$ cat src/rtl/excess_3_to_bcd_serial_if.sv
// Serial Excess-3 in / BCD out signal bundle for excess_3_to_bcd_serial.
// The master drives the serial input side; the slave is the converter.
interface excess_3_to_bcd_serial_if;
  logic       B_in;
  logic       in_valid;
  logic       sync;
  logic       B_out;
  logic       out_valid;
  logic [3:0] digit;
  logic       digit_valid;
  logic       code_err;

  modport master (
    output B_in,
    output in_valid,
    output sync,
    input  B_out,
    input  out_valid,
    input  digit,
    input  digit_valid,
    input  code_err
  );

  modport slave (
    input  B_in,
    input  in_valid,
    input  sync,
    output B_out,
    output out_valid,
    output digit,
    output digit_valid,
    output code_err
  );
endinterface

$ cat src/rtl/excess_3_to_bcd_serial.sv
// Bit-serial Excess-3 to BCD converter: subtracts 0011 LSB first with a borrow carried
// in the FSM state, and assembles each completed 4-bit digit with an out-of-range flag.
module excess_3_to_bcd_serial (
  input logic                     clk,
  input logic                     reset_b,
  excess_3_to_bcd_serial_if.slave bus_io
);

  localparam logic [2:0] B0    = 3'd0;
  localparam logic [2:0] B1_NB = 3'd1;
  localparam logic [2:0] B1_B  = 3'd2;
  localparam logic [2:0] B2_NB = 3'd3;
  localparam logic [2:0] B2_B  = 3'd4;
  localparam logic [2:0] B3_NB = 3'd5;
  localparam logic [2:0] B3_B  = 3'd6;

  logic [2:0] state_q, state_d;
  logic [2:0] part_q, part_d;
  logic [2:0] xin_q, xin_d;
  logic       bout_q, bout_d;
  logic       ov_q, ov_d;
  logic [3:0] digit_q, digit_d;
  logic       dv_q, dv_d;
  logic       err_q, err_d;

  logic       take;
  logic [2:0] cur_state;
  logic [1:0] pos;
  logic       borrow_in;
  logic       sub_bit;
  logic       x;
  logic       out_bit;
  logic       borrow_next;
  logic [3:0] in_code;

  assign take = bus_io.in_valid;
  assign x    = bus_io.B_in;

  // A qualified sync restarts the digit at bit 0, dropping any partial result.
  assign cur_state = (take && bus_io.sync) ? B0 : state_q;

  always_comb begin
    pos       = 2'd0;
    borrow_in = 1'b0;
    case (cur_state)
      B0:      begin pos = 2'd0; borrow_in = 1'b0; end
      B1_NB:   begin pos = 2'd1; borrow_in = 1'b0; end
      B1_B:    begin pos = 2'd1; borrow_in = 1'b1; end
      B2_NB:   begin pos = 2'd2; borrow_in = 1'b0; end
      B2_B:    begin pos = 2'd2; borrow_in = 1'b1; end
      B3_NB:   begin pos = 2'd3; borrow_in = 1'b0; end
      B3_B:    begin pos = 2'd3; borrow_in = 1'b1; end
      default: begin pos = 2'd0; borrow_in = 1'b0; end
    endcase
  end

  // Subtrahend 0011: ones in the two low positions.
  assign sub_bit     = ~pos[1];
  assign out_bit     = x ^ sub_bit ^ borrow_in;
  assign borrow_next = (~x & (sub_bit | borrow_in)) | (sub_bit & borrow_in);
  assign in_code     = {x, xin_q};

  always_comb begin
    state_d = state_q;
    part_d  = part_q;
    xin_d   = xin_q;
    bout_d  = bout_q;
    ov_d    = take;
    digit_d = digit_q;
    dv_d    = 1'b0;
    err_d   = 1'b0;
    if (take) begin
      bout_d = out_bit;
      unique case (pos)
        2'd0: begin
          part_d[0] = out_bit;
          xin_d[0]  = x;
          state_d   = borrow_next ? B1_B : B1_NB;
        end
        2'd1: begin
          part_d[1] = out_bit;
          xin_d[1]  = x;
          state_d   = borrow_next ? B2_B : B2_NB;
        end
        2'd2: begin
          part_d[2] = out_bit;
          xin_d[2]  = x;
          state_d   = borrow_next ? B3_B : B3_NB;
        end
        2'd3: begin
          digit_d = {out_bit, part_q};
          dv_d    = 1'b1;
          // Borrow out of bit 3 means the code was below 0011.
          err_d   = borrow_next | (in_code > 4'd12);
          state_d = B0;
        end
        default: state_d = B0;
      endcase
    end
  end

  always_ff @(posedge clk or negedge reset_b) begin
    if (!reset_b) begin
      state_q <= B0;
      part_q  <= 3'b000;
      xin_q   <= 3'b000;
      bout_q  <= 1'b0;
      ov_q    <= 1'b0;
      digit_q <= 4'b0000;
      dv_q    <= 1'b0;
      err_q   <= 1'b0;
    end else begin
      state_q <= state_d;
      part_q  <= part_d;
      xin_q   <= xin_d;
      bout_q  <= bout_d;
      ov_q    <= ov_d;
      digit_q <= digit_d;
      dv_q    <= dv_d;
      err_q   <= err_d;
    end
  end

  assign bus_io.B_out       = bout_q;
  assign bus_io.out_valid   = ov_q;
  assign bus_io.digit       = digit_q;
  assign bus_io.digit_valid = dv_q;
  assign bus_io.code_err    = err_q;

endmodule
$ cat src/flat_wrapper.sv
// flat-port wrapper written by rule: the top's interface ports become plain ports
module excess_3_to_bcd_serial_flat 
  (clk, reset_b, bus_io_B_in, bus_io_in_valid, bus_io_sync, bus_io_B_out, bus_io_out_valid, bus_io_digit, bus_io_digit_valid, bus_io_code_err);
  excess_3_to_bcd_serial_if bus_io_i ();
  input logic clk;
  input logic reset_b;
  input wire logic [$bits(bus_io_i.B_in)-1:0] bus_io_B_in;
  input wire logic [$bits(bus_io_i.in_valid)-1:0] bus_io_in_valid;
  input wire logic [$bits(bus_io_i.sync)-1:0] bus_io_sync;
  output wire logic [$bits(bus_io_i.B_out)-1:0] bus_io_B_out;
  output wire logic [$bits(bus_io_i.out_valid)-1:0] bus_io_out_valid;
  output wire logic [$bits(bus_io_i.digit)-1:0] bus_io_digit;
  output wire logic [$bits(bus_io_i.digit_valid)-1:0] bus_io_digit_valid;
  output wire logic [$bits(bus_io_i.code_err)-1:0] bus_io_code_err;
  assign bus_io_i.B_in = bus_io_B_in;
  assign bus_io_i.in_valid = bus_io_in_valid;
  assign bus_io_i.sync = bus_io_sync;
  assign bus_io_B_out = bus_io_i.B_out;
  assign bus_io_out_valid = bus_io_i.out_valid;
  assign bus_io_digit = bus_io_i.digit;
  assign bus_io_digit_valid = bus_io_i.digit_valid;
  assign bus_io_code_err = bus_io_i.code_err;
  excess_3_to_bcd_serial u_core (.clk(clk), .reset_b(reset_b), .bus_io(bus_io_i));
endmodule
$ cat config.mk
export PLATFORM = sky130hd
export DESIGN_NAME = excess_3_to_bcd_serial_flat
export DESIGN_NICKNAME = d
export VERILOG_FILES = /design/src/rtl/excess_3_to_bcd_serial_if.sv /design/src/rtl/excess_3_to_bcd_serial.sv /design/src/flat_wrapper.sv
export SDC_FILE = /design/constraint.sdc
export NUM_CORES = 1
export LEC_CHECK = 0
export ABC_CLOCK_PERIOD_IN_PS = 7300
export BUFFER_PORTS_ARGS = -buffer_cell sky130_fd_sc_hd__buf_2
export CORE_MARGIN = 2
export CORE_UTILIZATION = 55
export DETAILED_ROUTE_END_ITERATION = 12
export PLACE_DENSITY = 0.85
export SYNTH_ARGS = -nofsm -noshare
export SYNTH_HDL_FRONTEND = slang
export SYNTH_SLANG_ARGS = --single-unit
$ cat constraint.sdc
create_clock -name clk -period 7.3 [get_ports clk]
set_input_delay 1.095 -clock clk [delete_from_list [all_inputs] [get_ports clk]]
set_output_delay 1.095 -clock clk [all_outputs]
set_load 0.01 [all_outputs]
# == Word-level counts from Yosys, hierarchy flattened ==
# Index checks and enable logic that the tools add are counted.
# classes
n_bitwise,9
n_eq_ne,9
mux,11
order_cmp,1
reduce_logical,10
# ops
operator,count
3-bit one-hot mux with 4 select lines,1
3-bit == test (second input constant),3
2-bit AND reduction,4
3-bit by 2-bit == test with 1-bit output (second input constant),2
3-bit two-way mux,2
2-bit one-hot mux with 3 select lines,1
2-bit OR reduction,3
1-bit two-way mux,5
2-bit == test (second input constant),2
4-bit > comparator (second input constant),1
2-bit two-way mux,2
3-bit by 1-bit == test with 1-bit output (second input constant),1
1-bit bitwise OR,3
3-bit OR reduction,1
1-bit AND,2
2-bit by 1-bit == test with 1-bit output (second input constant),1
2-bit zero test,1
1-bit NOT,2
1-bit bitwise XOR,2
1-bit logical AND,1
# word_totals
register_bits,17

# == Longest topological paths before layout ==
# depth
depth_word,12
mapped_depth,12
ltp_nobuf,11

# == Worst setup path before layout ==
# OpenSTA, ideal clock, no wires.
# synth_timing
path_kind,input -> register
startpoint,input bus_io_in_valid
endpoint,register u_core.part_q[1]
setup_ns,0.127
arrival_ns,3.228
path_slack_ns,3.945
cell_stages,9
path_cell_list,buf_2 a21oi_1 inv_1 ha_1 or3_4 mux2i_4 inv_1 fa_1 mux2_1
# synth_via
elab_chain_cells,8
# synth_lines
element,line_no,text
"start, declared",flat_wrapper.sv:8,input wire logic [$bits(bus_io_i.in_valid)-1:0] bus_io_in_valid;
1-bit logical AND (*),excess_3_to_bcd_serial.sv:40,assign cur_state = (take && bus_io.sync) ? B0 : state_q;
3-bit two-way mux (*),excess_3_to_bcd_serial.sv:40,
"3-bit == test, or another cell as far along",excess_3_to_bcd_serial.sv:45,case (cur_state)
2-bit OR reduction (no source line),-,
2-bit one-hot mux with 3 select lines,excess_3_to_bcd_serial.sv:45,
1-bit NOT,excess_3_to_bcd_serial.sv:58,assign sub_bit = ~pos[1];
1-bit bitwise XOR,excess_3_to_bcd_serial.sv:59,assign out_bit = x ^ sub_bit ^ borrow_in;
1-bit bitwise XOR (*),excess_3_to_bcd_serial.sv:59,
named net u_core.out_bit,excess_3_to_bcd_serial.sv:32,logic out_bit;
"end signal, assigned",excess_3_to_bcd_serial.sv:114,part_q <= part_d;
"end, declared",excess_3_to_bcd_serial.sv:18,"logic [2:0] part_q, part_d;"
# The timed path passes the listed nets; every way through them passes the cells marked *.
# A chain may end at the register's enable or synchronous reset.

# == Worst setup path after layout ==
# Ends and elaborated chain as after synthesis.

==> summary.txt <==
Status
  • Status: complete, no violations

Clock network
  • CTS max path bufs: 2
  • Clock latency on the worst-skew pair: 300 ps
  • Worst-path clk slew: 100 ps
  • CTS Sinks: 17
  • Post-CTS Setup Inserts: 0
  • CTS Buf Count: 3
  • Hold_buf cts: 0
  • TritonCTS clock tree: yes
  • # resized after CTS: 0
  • Root buf cell: clkbuf_4
  • H-tree levels: 1

Detailed routing
  • Drt first pass iters: 4
  • Vias per cell: 5.52
  • DRC Markers: 0
  • Initial drt markers: 3
  • Post-route ant nets: 0
  • Routed WL: 1300 um
  • Total number of vias: 524
  • Wire per inst: 13.7 um

Synth
  • Unique masters post-synth: 26
  • Most common cell in the netlist: dfrtp_1
  • Cell count after synthesis: 64
  • EDFF count, synth: 0
  • Largest area contributor in the netlist: dfrtp_1
  • Area contributors post-synth: dfrtp_1, mux2_2, ha_1, mux2_4, mux2_1
  • Synth top area share: 0.501
  • Syn. warnings: 0
  • Sequential-to-total area share from yosys stat: 0.501
  • Post-synth top flop: dfrtp_1
  • Flops & latches, synth: 17
  • Top cells by count, synth: dfrtp_1, mux2_2, inv_1
  • FFs w/ async S/R, synth: 1.00
  • Mapped Area: 850 um^2
  • Syn Nets: 74
  • Syn_area_per_cell: 13.3 um^2

Die
  • Initial core utilization: 0.577
  • Die Width: 43.3 um
  • Die H: 43.3 um
  • Die Area: 0.00187 mm^2
  • I/O pin count: 13
  • Core footprint: 0.00147 mm^2
  • Row count: 14

Hold path
  • Worst min-delay path category: flip-flop to flip-flop

Final layout
  • Util after Layout: 0.647
  • Proportion of layout cells with a drive suffix above 1: 0.418
  • N_diodes: 0
  • Final layout net count: 90
  • Area Growth Syn to Fin: 12.1%

Setup path
  • Largest stage delay, worst path: 560 ps
  • Worst path bufs/invs: 3
  • Crit path required time: 7490 ps
  • Most used cell, CP: inv_1
  • Slowest CP cell: fa_1
  • Crit-path cells: buf_2, a21oi_1, inv_1, ha_1, or3_4, mux2i_4, inv_1, fa_1, mux2_1
  • Largest fanout on the critical path: 15
  • CP endpoint kind: flip-flop
  • Kind of critical path: input pin to flip-flop
  • Worst Path Arrival: 3500 ps
  • Startpoint Class: input pin
  • Top Family by Delay on Critical Path: adder cells

Power and ir drop
  • VDD IR-drop max: 0.210 mV
  • Leakage: 0.452 nW
  • Pwr/cell area: 419 mW/mm^2

STA
  • Fmax: 303 MHz
  • Final critical path time including I/O delays and setup: 3310 ps
  • Setup TNS: 0 ps
  • Final Hold Viols: 0
  • Least-Margin Pin Slew: 417 ps
  • Slew HR: 0.720
  • Final Max Slew Viols: 0
  • Final setup viols: 0
  • RSZ-0062 raised after global routing: false
  • Worst Skew: 1.21 ps
  • Final Cycle Share: 0.453

Global route
  • Vias in the first global route: 536
  • First-pass GRT wire length: 2340 um
  • Gr usage total: 0.173
  • Largest net degree at the start of global routing: 18
  • Initial antenna violation count: 0
  • Total gr overflow: 0

Placement
  • HPWL Detailed: 958 um
  • GPL Wtd Cong: 0.787
  • # port buffers: 12

Job
  • Maxcap violations: 0
[final cells by class]
class                      instances  area (um^2)
fill                             123          519
sequential                        17          425
multi-input combinational         41          400
timing repair buffer              12         60.1
clock buffer                       3         22.5
tap                               16         20.0
inverter                           5         18.8
clock inverter                     1         5.00
[power by group]
group / internal [mW] / leakage, nW / switching [mW] / total [mW]
Combinational: 0.0980 / 0.226 / 0.0948 / 0.193
Clock: 0.0205 / 0.0177 / 0.0314 / 0.0519
Sequential: 0.135 / 0.208 / 0.0191 / 0.154
Total: 0.254 / 0.452 / 0.145 / 0.399
[flip-flops by register name, indices dropped and copies added (netlist names)]
register	count
u_core.part_q	3
u_core.xin_q	3
u_core.bus_io.digit	4
u_core.bus_io.out_valid	1
u_core.state_q	3
u_core.bus_io.B_out	1
u_core.bus_io.digit_valid	1
u_core.bus_io.code_err	1
[worst paths after layout]
check / startpoint / slack (ps) / to / depth (start not counted)
worst max-delay path: bus_io_in_valid / 3990 / u_core.part_q[1]$_DFFE_PN0P_ / 9
worst min-delay path: u_core.part_q[1]$_DFFE_PN0P_ / 500 / u_core.part_q[1]$_DFFE_PN0P_ / 1
worst max register to register: u_core.state_q[0]$_DFFE_PN0P_ / 4650 / u_core.part_q[1]$_DFFE_PN0P_ / 9
worst min register to register: u_core.part_q[1]$_DFFE_PN0P_ / 500 / u_core.part_q[1]$_DFFE_PN0P_ / 1
max in group asynchronous: reset_b / 6340 / u_core.part_q[2]$_DFFE_PN0P_ / 1
min in group asynchronous: reset_b / 690 / u_core.bus_io.code_err$_DFF_PN0_ / 1
[layer usage]
layer  track usage  vias up  routed length (um)
met5             0        -                   0
met4        0.0909        0                  27
met3        0.0383        3                  55
met2         0.266        9                 648
met1         0.230      259                 573
li1              -      253                   -
[per-stage QoR]
stage	area [um^2]	setup WS (ps)	hold slack [ps]	total power [mW]	instances
3_5_place_dp	925	3680	483	0.349	91
2_1_floorplan	850	3940	459	0.301	64
3_3_place_gp	925	3790	475	0.339	91
5_1_grt	952	3810	523	0.429	95
4_1_cts	952	4020	508	0.401	95
6_report	952	3990	502	0.399	95
[cell usage in the layout, fill, tap and decap left out]
master     n
a21boi_4   1
or3_4      1
nor3b_2    1
nand2_1    3
a21boi_0   1
clkinv_2   1
a21oi_1    2
fa_1       1
mux2_1     2
mux2i_4    1
o211ai_1   2
buf_2     12
nor2_2     1
clkbuf_4   3
nor2_1     3
o21ai_0    2
mux2_2     7
nor2b_1    1
nand3_2    1
mux2i_1    1
a311o_1    1
dfrtp_1   17
a31oi_1    1
inv_1      5
ha_1       4
nor2b_2    1
mux2_4     2
and3_4     1
[cells by family (layout without fill, tap and decap cells)]
logic type	count (synthesis)	count (layout)	synth area share
flops	17	17	0.501
fa+ha+maj	5	5	0.0825
mux	13	13	0.193
compound gates	10	10	0.0913
buf+inv	6	21	0.0280
simple gates	13	13	0.105
Note: power is estimated with default switching activity, not from simulation.
